**config.mk**
```make
export PLATFORM = sky130hd
export DESIGN_NAME = sync_fifo
export DESIGN_NICKNAME = d
export VERILOG_FILES = /design/src/rtl/sync_fifo.sv
export SDC_FILE = /design/constraint.sdc
export NUM_CORES = 1
export LEC_CHECK = 0
export BUFFER_PORTS_ARGS = -buffer_cell sky130_fd_sc_hd__buf_2
export CORE_MARGIN = 4
export CORE_UTILIZATION = 45
export CTS_CLUSTER_DIAMETER = 120
export DETAILED_ROUTE_END_ITERATION = 7
export HOLD_SLACK_MARGIN = 0.1
export SETUP_SLACK_MARGIN = 0.05
export SLEW_MARGIN = 15
export SYNTH_ARGS = -nofsm -noshare
export SYNTH_HDL_FRONTEND = slang
export SYNTH_SLANG_ARGS = --single-unit
export TNS_END_PERCENT = 50
```
**constraint.sdc**
```tcl
create_clock -name clk -period 8.1 [get_ports clk]
set_input_delay 0.405 -clock clk [delete_from_list [all_inputs] [get_ports clk]]
set_output_delay 0.405 -clock clk [all_outputs]
set_load 0.01 [all_outputs]
```
**src/rtl/sync_fifo.sv**
```systemverilog
// Single-clock byte FIFO with registered read data, full/empty flags and an
// occupancy counter that spans 0..DEPTH so full and empty stay distinguishable.
module sync_fifo #(
    parameter int DATA_WIDTH  = 8,
    parameter int ADDR_WIDTH  = 6,
    parameter int COUNT_WIDTH = ADDR_WIDTH + 1
) (
    input  logic                   clk,
    input  logic                   rst,
    input  logic                   write_en,
    input  logic                   read_en,
    input  logic [DATA_WIDTH-1:0]  data_in,
    output logic [DATA_WIDTH-1:0]  data_out,
    output logic                   FIFO_full,
    output logic                   FIFO_empty,
    output logic [COUNT_WIDTH-1:0] FIFO_counter
);

    localparam int unsigned DEPTH = 1 << ADDR_WIDTH;
    localparam logic [COUNT_WIDTH-1:0] FULL_COUNT = COUNT_WIDTH'(DEPTH);

    logic [DATA_WIDTH-1:0]  mem_q [DEPTH];
    logic [ADDR_WIDTH-1:0]  wr_ptr_q, wr_ptr_d;
    logic [ADDR_WIDTH-1:0]  rd_ptr_q, rd_ptr_d;
    logic [COUNT_WIDTH-1:0] count_q, count_d;
    logic [DATA_WIDTH-1:0]  data_out_q, data_out_d;
    logic                   wr_ok, rd_ok;

    // Flags decode the current (pre-edge) count, so acceptance uses it too.
    assign FIFO_full    = (count_q == FULL_COUNT);
    assign FIFO_empty   = (count_q == '0);
    assign FIFO_counter = count_q;
    assign data_out     = data_out_q;

    assign wr_ok = write_en & ~FIFO_full;
    assign rd_ok = read_en & ~FIFO_empty;

    always_comb begin
        wr_ptr_d   = wr_ptr_q;
        rd_ptr_d   = rd_ptr_q;
        count_d    = count_q;
        data_out_d = data_out_q;

        if (wr_ok) begin
            wr_ptr_d = wr_ptr_q + 1'b1;
        end
        if (rd_ok) begin
            rd_ptr_d   = rd_ptr_q + 1'b1;
            data_out_d = mem_q[rd_ptr_q];
        end

        if (wr_ok && !rd_ok) begin
            count_d = count_q + 1'b1;
        end else if (rd_ok && !wr_ok) begin
            count_d = count_q - 1'b1;
        end
    end

    always_ff @(posedge clk) begin
        if (rst) begin
            wr_ptr_q   <= '0;
            rd_ptr_q   <= '0;
            count_q    <= '0;
            data_out_q <= '0;
        end else begin
            wr_ptr_q   <= wr_ptr_d;
            rd_ptr_q   <= rd_ptr_d;
            count_q    <= count_d;
            data_out_q <= data_out_d;
        end
    end

    // Storage is never cleared; reset only blocks the write in its own cycle.
    always_ff @(posedge clk) begin
        if (!rst && wr_ok) begin
            mem_q[wr_ptr_q] <= data_in;
        end
    end

endmodule

```
Word-level counts from Yosys, hierarchy flattened --
Memory sizes are Yosys's and may differ from the RTL's. A register that Yosys moved wholly into a read port is not among the register bits. Cells that the tools add are included. W data, S select, Z words.
Cells by class: add/subtract/negate cells 4, eq/ne operators 1, multiplexer cells 4, bitwise operators 4, reduce and logical (&&, ||, !) cells 8
Operators with widths (number):
- $mux W7 | 2
- $add A6 B1 Y6 const B | 2
- $add A7 B1 Y7 const B | 1
- $eq A7 B7 Y1 const B | 1
- $logic_not A7 Y1 | 1
- $sub A7 B1 Y7 const B | 1
- $logic_and A1 B1 Y1 | 3
- $logic_not A1 Y1 | 3
- $and A1 B1 Y1 | 2
- $mux W1 | 2
- $not A1 Y1 | 2
- $reduce_bool A2 Y1 | 1
Storage, ports and cells: bits in registers 19, memory bits (writable) 512, memories kept 1
Memories:
- mem_q | words 64, width 8, read ports 1, clocked after Yosys merged registers in 1, wr ports 1, RTL line 22 | logic [DATA_WIDTH-1:0] mem_q [DEPTH];

Depth between registers and ports, before layout --
depth after elaboration 7, mapped depth 14, gate-level depth less buffers 13

Worst setup path after synthesis --
OpenSTA, ideal clock, no wires.
kind register to register, start register count_q[1] (netlist: FIFO_counter[1]), end register count_q[6] (netlist: FIFO_counter[6]), library setup time 0.121 ns, arrival 2.975 ns, required time 7.979 ns, path slack 5.005 ns, stages on the path, launching flop included 15, path buffers 1, path through dfxtp_1 -> nor4_1 -> nand2_1 -> o21a_1 -> buf_2 -> inv_1 -> ha_1 -> inv_1 -> ha_1 -> nor2b_1 -> o21ai_0 -> a21boi_0 -> or3_1 -> nand3_1 -> mux2_2
On the way: word-level cells in the longest chain between the ends 6, elaborated cells between the ends (all ways) 15
Ends and longest elaborated chain:
- from (decl) | RTL line 25 | logic [COUNT_WIDTH-1:0] count_q, count_d;
- from (signal assigned) | RTL line 68 | count_q <= count_d;
- branches (longest 6 deep; another with $sub A7 B1 Y7)
Several ways; the timed one is not identified. The select of a mux whose other input is x is not followed. A chain may end at the register's enable or synchronous reset.

Worst setup path after layout --
Same ends and word-level chain as after synthesis.

==> impl_metrics.yaml <==
synth:
  avgSynthCellArea_um2: 18.7
  syn_inst: 1139
  yosysWarningCount: 0
  synth_seq_cells: 539
  yosys.area.top_type_share_pct: 72.1
  ys_seq_area_share_pct: 74.7
  synthArstFlopShare_pct: 0
  ys.flop_type: "edfxtp_1"
  synth-edff-count: 512
  synth_top_area_cell: "edfxtp_1"
  syn_area_um2: 21300
  ys_types: 50
  synth_area_leaders: "edfxtp_1 (72%), mux4_2 (9.4%), mux2i_1 (3.7%), dfxtp_1 (2.5%), nor2_1 (1.5%)"
  syn-num-nets: 1160
power:
  internal_power_uw: 5060
  peakVddDrop_v: 0.000200
  p_leak_uw: 0.00733
  p_comb_share_pct: 17.1
  power_uw: 6820
  pwr-share-seq_pct: 47.0
  p_sw_share_pct: 25.9
  p_per_area_nw_per_um2: 288
  p_switching_uw: 1770
  pwr-share-clk_pct: 35.9
critical_path:
  worstPathRequired_ns: 8.58
  r2r_slack_ns: 4.42
  r2r_cells: 13
  worst_r2r_startpoint: "FIFO_counter[1]"
  cpLargestDelayFamily: "simple AND/OR/NAND/NOR gates"
  crit_start: "FIFO_counter[1]"
  critPathArrivalTime_ns: 4.16
  critPathMaxStageDelay_ns: 0.47
  crit_path_max_fanout: 9
  worst_path_max_delay_cell: "nor4_1"
  path_depth: 13
  start_kind: "flop"
  critical_path.endpoint_type: "flop"
  path_class: "flop to flop"
  cp_cell_sequence: "nor4_1 -> nand2_1 -> o21a_1 -> inv_1 -> ha_1 -> inv_1 -> ha_1 -> nor2b_1 -> o21ai_0 -> a21boi_0 -> or3_1 -> nand3_1 -> mux2_2"
  cp.buffers_inverters: 2
floorplan:
  coreArea_um2: 46700
  rows: 79
  fp.dieW_um: 226
  pin_count: 29
  die-area_um2: 50900
  dieHeight_um: 226
  start_util_pct: 45.7
finish:
  drive_above_1_share_pct: 20.2
  antenna_cells: 0
  syn2layout_area_growth_pct: 11.2
  multi_input_area_um2: 4990
  fillers: 3822
  nets: 1193
  seq_area_um2: 15900
grt:
  met1_usage_pct: 27.6
  antenna_found_initial: 0
  grt_overflow: 0
  use_met2_pct: 29.8
  grt_max_degree: 97
  grt_pass1_wl_mm: 71.1
  busiest_layer: "met2"
  grt_pass1_vias: 10832
  grt_use_met3_pct: 3.29
  grt_usage_pct: 18.9
cts:
  cts_tree: "built"
  h-tree-depth: 2
  cts-root-buf: "clkbuf_16"
  postCtsSetupBuffers: 0
  clk_pin_slew_ns: 0.06
  cts_made_buffers: 54
  clk_latency_ns: 0.61
  cts_num_sinks: 539
  cts_buffer_depth: 3
  ctsResizeCount: 0
  holdBufCountCts: 0
detailed_routing:
  drt_first_pass_iters: 7
  post_drt_wl_per_cell_um: 26.0
  vias: 10626
  wirelength_mm: 47.4
  routed_via_density: 5.82
  drtIter0Drc: 980
  drcViolationCount: 0
  ant_nets: 0
timing:
  period_needed_ns: 3.68
  hold_viol: 0
  fin_tns_setup_ns: 0
  clock_skew_ns: 0.0294
  worst_pin_slew_ns: 1.00
  post-route-period-util_pct: 45.4
  rsz0062_at_grt: "no"
  slew_headroom_pct: 33.0
  finalSetupViolations: 0
  timing.fmax_mhz: 272
  slew_viol_final: 0
job:
  cap_violations: 0
placed_design:
  dp_hpwl_mm: 28.1
  gpl.final_weighted_congestion: 0.794
  io_buffers: 28
worst_hold_path:
  hold_depth: 2
  hold_path.class: "primary input to flop"
  min_from: "rst"
outcome:
  status: "complete, no violations"
==> worst paths after layout <==
path                          end
hold / removal        wr_ptr_q[2]
setup / recovery  FIFO_counter[6]
setup reg to reg  FIFO_counter[6]
hold reg to reg   FIFO_counter[5]
==> kinds of logic after synthesis <==
logic type / synth area share [%]
buffers and inverters: 1.96
AND/OR/NAND/NOR: 3.63
XOR/XNOR: 0.452
flip-flops: 74.7
multiplexers: 14.4
AO/OA/AOI/OAI: 4.28
adder cells (fa/ha/maj): 0.564
==> state kept, by name, summed over array words and instances (netlist names) <==
register      cells
mem_q           512
FIFO_counter      7
rd_ptr_q          6
wr_ptr_q          6
data_out          8
==> routing by layer <==
metal / wire (um) / part of all wire (%)
met5: 0 / 0
met4: 1000 / 2.1
met3: 3030 / 6.4
met2: 22500 / 48
met1: 20800 / 44
==> layout by cell type, fill, tap and decap left out, types with 4 or more instances in the layout <==
master | netlist | layout
a211oi_1 | 13 | 13
a21oi_1 | 29 | 29
a22oi_1 | 8 | 8
a32oi_1 | 7 | 7
and3_1 | 4 | 4
buf_2 | 14 | 25
buf_4 | 4 | 17
bufinv_16 | 0 | 5
clkbuf_1 | 31 | 12
clkbuf_16 | 0 | 54
clkinv_1 | 0 | 10
clkinv_2 | 0 | 12
dfxtp_1 | 27 | 24
edfxtp_1 | 512 | 512
ha_1 | 8 | 8
inv_1 | 7 | 7
mux2_2 | 25 | 25
mux2i_1 | 79 | 79
mux4_2 | 89 | 89
nand2_1 | 37 | 37
nand3_1 | 14 | 14
nand4_1 | 5 | 5
nor2_1 | 88 | 88
nor2b_1 | 8 | 7
o211ai_1 | 4 | 4
o21ai_0 | 24 | 24
o21bai_1 | 8 | 8
o221ai_1 | 11 | 11
o22ai_1 | 20 | 20
o311ai_0 | 4 | 4
o31ai_1 | 4 | 4
xor2_1 | 8 | 8
==> synth_stat cells, types with 5 or more instances <==
master    count
a211oi_1     13
a21oi_1      29
a22oi_1       8
a32oi_1       7
buf_2        14
buf_6         8
clkbuf_1     31
dfxtp_1      27
edfxtp_1    512
ha_1          8
inv_1         7
mux2_2       25
mux2i_1      79
mux4_2       89
nand2_1      37
nand3_1      14
nand4_1       5
nor2_1       88
nor2b_1       8
o21ai_0      24
o21bai_1      8
o221ai_1     11
o22ai_1      20
xor2_1        8
==> final cells by class <==
type / instances / share of cell area [%]
well taps: 607 / 3.20
multi-input cells: 527 / 21.0
flip-flops and latches: 539 / 67.2
clock inverters: 34 / 1.32
clock buffers: 68 / 6.01
repair buffers: 43 / 1.15
inverters: 7 / 0.111
==> power by group through the flow <==
stage / clock network (uW) / logic [uW] / registers [uW]
floorplan: 0 / 972 / 3180
global placement: 0 / 1170 / 3270
detailed placement: 0 / 1180 / 3270
CTS: 2490 / 1180 / 3210
global route: 2610 / 1260 / 3220
finish: 2450 / 1170 / 3210
==> stage by stage <==
step	instance area (um2)	std cells	setup WS, ns	hold WS, ns	utilization, %
2_1_floorplan	21300	1139	5.00	0.482	-
3_3_place_gp	22000	1723	4.70	0.519	47.1
3_5_place_dp	22000	1723	4.58	0.530	47.1
4_1_cts	23700	1825	4.56	0.202	50.8
5_1_grt	23700	1825	4.20	0.238	50.8
6_report	23700	1825	4.42	0.243	50.8
Note: power is estimated with default switching activity, not from simulation.
